<file path="src/rtl/hack_boot_loader_pkg.sv">
// Shared definitions for the Hack boot loader: state encodings, defaults and
// state-class helpers used by the FSM and the idle timer control.
package hack_boot_loader_pkg;

  typedef enum logic [2:0] {
    ST_IDLE    = 3'd0,
    ST_LEN_HI  = 3'd1,
    ST_LEN_LO  = 3'd2,
    ST_DATA_HI = 3'd3,
    ST_DATA_LO = 3'd4,
    ST_WRITE   = 3'd5,
    ST_RUN     = 3'd6,
    ST_ERR     = 3'd7
  } boot_state_e;

  localparam logic [7:0]  BOOT_MAGIC_DEFAULT   = 8'hA5;
  localparam int unsigned BOOT_TIMEOUT_DEFAULT = 1000000;

  function automatic logic accepts_bytes(input boot_state_e s);
    return s inside {ST_IDLE, ST_LEN_HI, ST_LEN_LO, ST_DATA_HI, ST_DATA_LO};
  endfunction

  // Only mid-image states are guarded against a stalled sender.
  function automatic logic timed_state(input boot_state_e s);
    return s inside {ST_LEN_HI, ST_LEN_LO, ST_DATA_HI, ST_DATA_LO};
  endfunction

endpackage

</file>
<file path="src/rtl/hack_boot_loader_timer.sv">
// Idle-cycle counter: counts enabled cycles, saturates at TIMEOUT_CYC and
// flags expiry; clear has priority over enable.
module boot_timeout_timer #(
  parameter int unsigned TIMEOUT_CYC = 1000000
) (
  input  logic clk_i,
  input  logic rst_ni,
  input  logic clear_i,
  input  logic enable_i,
  output logic expired_o
);

  localparam int unsigned CW = $clog2(TIMEOUT_CYC + 1);
  localparam logic [CW-1:0] LIMIT = CW'(TIMEOUT_CYC);

  logic [CW-1:0] count_q, count_d;

  assign expired_o = (count_q >= LIMIT);

  always_comb begin
    count_d = count_q;
    if (clear_i) begin
      count_d = '0;
    end else if (enable_i && !expired_o) begin
      count_d = count_q + CW'(1);
    end
  end

  always_ff @(posedge clk_i or negedge rst_ni) begin
    if (!rst_ni) begin
      count_q <= '0;
    end else begin
      count_q <= count_d;
    end
  end

endmodule

</file>
<file path="src/rtl/hack_boot_loader.sv">
// Boot sequencer: receives MAGIC, 16-bit length and data bytes, writes words
// from address 0, then releases the CPU; malformed or stalled images trap in ERR.
module hack_boot_loader
  import hack_boot_loader_pkg::*;
#(
  parameter int unsigned ADDR_W      = 15,
  parameter int unsigned DEPTH       = 32768,
  parameter logic [7:0]  MAGIC       = BOOT_MAGIC_DEFAULT,
  parameter int unsigned TIMEOUT_CYC = BOOT_TIMEOUT_DEFAULT
) (
  input  logic              clk,
  input  logic              reset,
  input  logic [7:0]        byte_data,
  input  logic              byte_valid,
  output logic              byte_ready,
  input  logic              reload,
  output logic              rom_we,
  output logic [ADDR_W-1:0] rom_addr,
  output logic [15:0]       rom_wdata,
  output logic              cpu_reset,
  output logic              loading,
  output logic              done,
  output logic              error
);

  boot_state_e       state_q, state_d;
  logic [15:0]       len_q, len_d;
  logic [15:0]       words_q, words_d;
  logic [7:0]        hi_q, hi_d;
  logic [ADDR_W-1:0] addr_q, addr_d;
  logic [15:0]       wdata_q, wdata_d;
  logic              accept;
  logic              tmo_expired;
  logic [15:0]       len_cat;
  logic [15:0]       words_inc;

  assign byte_ready = reset && accepts_bytes(state_q) && !reload;
  assign accept     = byte_valid && byte_ready;
  assign len_cat    = {len_q[15:8], byte_data};
  assign words_inc  = words_q + 16'd1;

  assign rom_we    = (state_q == ST_WRITE) && !reload;
  assign rom_addr  = addr_q;
  assign rom_wdata = wdata_q;
  assign cpu_reset = (state_q != ST_RUN);
  assign loading   = (state_q inside {ST_LEN_HI, ST_LEN_LO, ST_DATA_HI, ST_DATA_LO, ST_WRITE});
  assign done      = (state_q == ST_RUN);
  assign error     = (state_q == ST_ERR);

  boot_timeout_timer #(
    .TIMEOUT_CYC(TIMEOUT_CYC)
  ) u_timer (
    .clk_i    (clk),
    .rst_ni   (reset),
    .clear_i  (!timed_state(state_q) || accept || reload),
    .enable_i (timed_state(state_q) && !accept),
    .expired_o(tmo_expired)
  );

  always_comb begin
    state_d = state_q;
    len_d   = len_q;
    words_d = words_q;
    hi_d    = hi_q;
    addr_d  = addr_q;
    wdata_d = wdata_q;
    if (reload) begin
      state_d = ST_IDLE;
      len_d   = '0;
      words_d = '0;
      addr_d  = '0;
    end else begin
      unique case (state_q)
        ST_IDLE:    if (accept && byte_data == MAGIC) state_d = ST_LEN_HI;
        ST_LEN_HI:  if (accept) begin
                      len_d[15:8] = byte_data;
                      state_d     = ST_LEN_LO;
                    end
        ST_LEN_LO:  if (accept) begin
                      len_d   = len_cat;
                      addr_d  = '0;
                      words_d = '0;
                      state_d = (len_cat == 16'd0 || 32'(len_cat) > DEPTH) ? ST_ERR : ST_DATA_HI;
                    end
        ST_DATA_HI: if (accept) begin
                      hi_d    = byte_data;
                      state_d = ST_DATA_LO;
                    end
        ST_DATA_LO: if (accept) begin
                      wdata_d = {hi_q, byte_data};
                      state_d = ST_WRITE;
                    end
        ST_WRITE:   begin
                      words_d = words_inc;
                      if (words_inc == len_q) begin
                        state_d = ST_RUN;
                      end else begin
                        addr_d  = addr_q + ADDR_W'(1);
                        state_d = ST_DATA_HI;
                      end
                    end
        default:    state_d = state_q;
      endcase
      // A byte arriving in the expiry cycle still wins over the timeout.
      if (timed_state(state_q) && !accept && tmo_expired) state_d = ST_ERR;
    end
  end

  always_ff @(posedge clk or negedge reset) begin
    if (!reset) begin
      state_q <= ST_IDLE;
      len_q   <= '0;
      words_q <= '0;
      hi_q    <= '0;
      addr_q  <= '0;
      wdata_q <= '0;
    end else begin
      state_q <= state_d;
      len_q   <= len_d;
      words_q <= words_d;
      hi_q    <= hi_d;
      addr_q  <= addr_d;
      wdata_q <= wdata_d;
    end
  end

endmodule
</file>
<file path="config.mk">
export PLATFORM = sky130hd
export DESIGN_NAME = hack_boot_loader
export DESIGN_NICKNAME = d
export VERILOG_FILES = /design/src/rtl/hack_boot_loader_pkg.sv /design/src/rtl/hack_boot_loader_timer.sv /design/src/rtl/hack_boot_loader.sv
export SDC_FILE = /design/constraint.sdc
export NUM_CORES = 1
export LEC_CHECK = 0
export CAP_MARGIN = 5
export CORE_MARGIN = 2
export CORE_UTILIZATION = 30
export DETAILED_ROUTE_END_ITERATION = 7
export PLACE_DENSITY = 0.6
export SKIP_LAST_GASP = 1
export SYNTH_ARGS = -nofsm -noshare
export SYNTH_HDL_FRONTEND = slang
export SYNTH_SLANG_ARGS = --single-unit
</file>
<file path="constraint.sdc">
create_clock -name clk -period 2.9 [get_ports clk]
set_input_delay 0.87 -clock clk [delete_from_list [all_inputs] [get_ports clk]]
set_output_delay 0.87 -clock clk [all_outputs]
set_load 0.02 [all_outputs]
</file>
==> results.md <==
- Sw Share: between 20% and 30%
- Outcome: finished clean
- RR Startpoint: words_q[1]
- CP Launch Type: input port
- Skew-Pair Late Insertion Delay: approximately 0.35 ns
- H-tree levels: 3
- Max transition margin: ~54%
- Critical path, cell by cell: clkdlybuf4s50_1 > or2_1 > clkinv_2 > clkdlybuf4s15_2
- Part of the power in combinational logic: approximately 14%
- Die area: roughly 0.019 mm^2
- CTS tree: yes
- Largest net degree at the start of global routing: 53
- Top cells by count, synth: 94 x dfrtp_1, 61 x nand2_1, 45 x nor2_1, 34 x o21ai_0, 28 x a21oi_1
- Area leader, netlist: dfrtp_1
- Total gr overflow: 0
- Crit Reg-Reg Endpoint: rom_addr[5]
- Post-synth EDFFs: 0
- Sequential Power Share: 45.3%
- Register area share after synthesis: between 40% and 50%
- Reg2Reg Depth: 9
- Fin. Hold Viols: 0
- Row count: 48
- Post-DRT Antenna Nets: 0
- WL final: 13930 um
- Fmax: about 0.35 GHz
- Top-count cell post-synth: dfrtp_1
- GPL Wtd Cong: 0.8493
- Area grow syn2layout: 26.97%
- Most common flop cell mapped by yosys: dfrtp_1
- Starting Density: ~30%
- R2R setup slack: roughly 0.13 ns
- Async set-reset flop share out of synthesis: 100.0%
- Hold Path Class: input port to asynchronous set/reset pin
- CP Data Required Time: 2.03 ns
- Pins Over Slew Limit: 0
- Final min period: around 2.8 ns
- Setup Slack @ Placement: -0.3364 ns
- Critical path class: input port to primary output
- Distinct cells, synth: 63
- Clock Path Buffers: 2
- Buffers on Ports: 48
- Mapped Area: roughly 0.0053 mm^2
- Max-Cap Viols: 0
- Setup TNS: 0 ns
- I/O pins: between 40 and 50
- Psw: approximately 860 uW
- Tot GR Track Use: 15.57%
- Pre-antenna DRT Iters: 4
- Power share of the clock group: 40.9%
- WL/cell: ~16 um
- Layout cells sized above 1: between 10% and 20%
- # diodes: 0
- Ys Warns: 0
- TritonCTS Buffers: 9
- Count of final setup violators: 0
- Core area: 0.01724 mm^2
- Worst Path Arrival: just under 2 ns
- Post-CTS Hold Buffers: 0
- Root Buffer: clkbuf_16
- Pwr Density: 461.2 mW/mm^2
- RSZ-0062 raised after global routing: yes
- Worst hold slack: around 0.47 ns
- Tightest Pin Transition: between 0.6 and 0.7 ns
- Lkg Pwr: between 0.002 and 0.003 uW
- Post-Syn Nets: around 570
- CP max stage cell: clkdlybuf4s50_1
- Post-DR vias/cell: 5.192
- Vias in the first global route: 4591
- Final worst-path cycle share: 97.73%
- Die width: between 100 and 150 um
- Residual DRC: 0
- Internal power: around 2200 uW
- Vias after detailed routing: ~4500
- Initial antenna violation count: 0
- Crit-path max FO: 3
- First-pass GRT wire length: 23100 um
- Clock Skew: between 0.008 and 0.009 ns
- Post-DP HPWL: 10210 um
- CP peak stage delay: between 0.4 and 0.5 ns
- CTS sink cnt: 94
- Fin nets: between 600 and 700
- Share of the synthesized area in the top cell type: between 40 and 50%
- Die Y: around 140 um
- Register clock-pin slew on the reported worst setup and hold paths: about 0.08 ns
- Setup ws final: approximately 0.066 ns
- Seq cells post-synth: 94
- Max VDD drop: ~0.36 mV
- Synth Instances: ~560
- Mean post-synth cell area: 9.464 um^2
- Kind of end point of the critical path: primary output
- Setup bufs post-CTS: 0
- Ranking of synthesized cells by area: dfrtp_1 45%, mux2_2 5.8%, nand2_1 4.4%
- Initial DRC count: between 200 and 250
## cell families (layout without fill, tap and decap cells)
group | Yosys count | after routing | share of synthesized area, %
and+or+nand+nor | 238 | 238 | 24.27
AOI/OAI and AO/OA | 102 | 102 | 12.53
DFF | 94 | 94 | 44.78
buffers and inverters | 44 | 133 | 3.716
xor gates and xnor gates | 38 | 38 | 6.336
muxes | 33 | 33 | 6.932
adders and majority gates | 6 | 6 | 1.429
## layout make-up
cell class                 instances  area [um^2]
clock buffer                       9        225.2
clock inverter                     7        86.33
fill                            1693        10570
inverter                          18        68.82
multi-input combinational        417         2779
sequential                        94         2356
tap                              225        281.5
timing repair buffer              99        872.1
## power by group through the flow
stage	logic (uW)	registers (uW)	clock network, uW
4_1_cts	426	1390	1290
5_1_grt	471	1400	1340
3_3_place_gp	414	1420	0
3_5_place_dp	423	1420	0
6_report	425	1390	1260
2_1_floorplan	252	1400	0
## worst max-delay path by stage
stage	startpoint	depth (start not counted)	end	slack, ns
floorplan	words_q[0]	10	rom_addr[1]	0.15
global placement	reload	5	byte_ready	-0.33
detailed placement	reload	5	byte_ready	-0.34
CTS	reload	5	byte_ready	0.0003
global route	words_q[1]	9	rom_addr[0]	-0.02
finish	reload	4	rom_we	0.07
## through the flow
step,cell area (um^2),power [uW],instances,util [%]
detailed placement,6280,1842,853,36.43
CTS,6596,3103,869,38.27
global route,6669,3215,869,38.69
floorplan,5253,1655,555,-
finish,6669,3075,869,38.69
global placement,6280,1829,853,36.43
## routing by layer
metal  share of wire [%]  GRT usage [%]  vias to the layer above
li1                    -              -                     2163
met1                  44          19.67                     2222
met2                  50          26.52                      100
met3                 3.2          2.349                       27
met4                 2.8          6.539                        0
met5                   0              0                        -
## state kept, by name, indices dropped and copies added, names as in the netlist
signal and flops:
hi_q 8, len_q 16, rom_addr 15, rom_wdata 16
state_q 3, u_timer.count_q 20, words_q 16
## repair_timing
| action | in CTS | in global routing |
|---|---|---|
| gates resized for setup | 9 | 21 |
| endpoints found under the setup margin | 7 | 30 |
| pin swaps | 0 | 2 |
## cells in the final DEF, fill, tap and decap left out, types with 20 or more instances in the layout
cell type and instances:
dfrtp_1 91, nand2_1 61, buf_4 51, nor2_1 44
clkdlybuf4s50_1 44, o21ai_0 33, a21oi_1 27, mux2_2 27
xnor2_1 21, nand3_1 20
## worst max-delay path: cells and delay by family
kind | cells | cell delay, ns
and+or+nand+nor | 1 | 0.28
buffers and inverters | 3 | 0.81
Note: power is estimated with default switching activity, not from simulation.
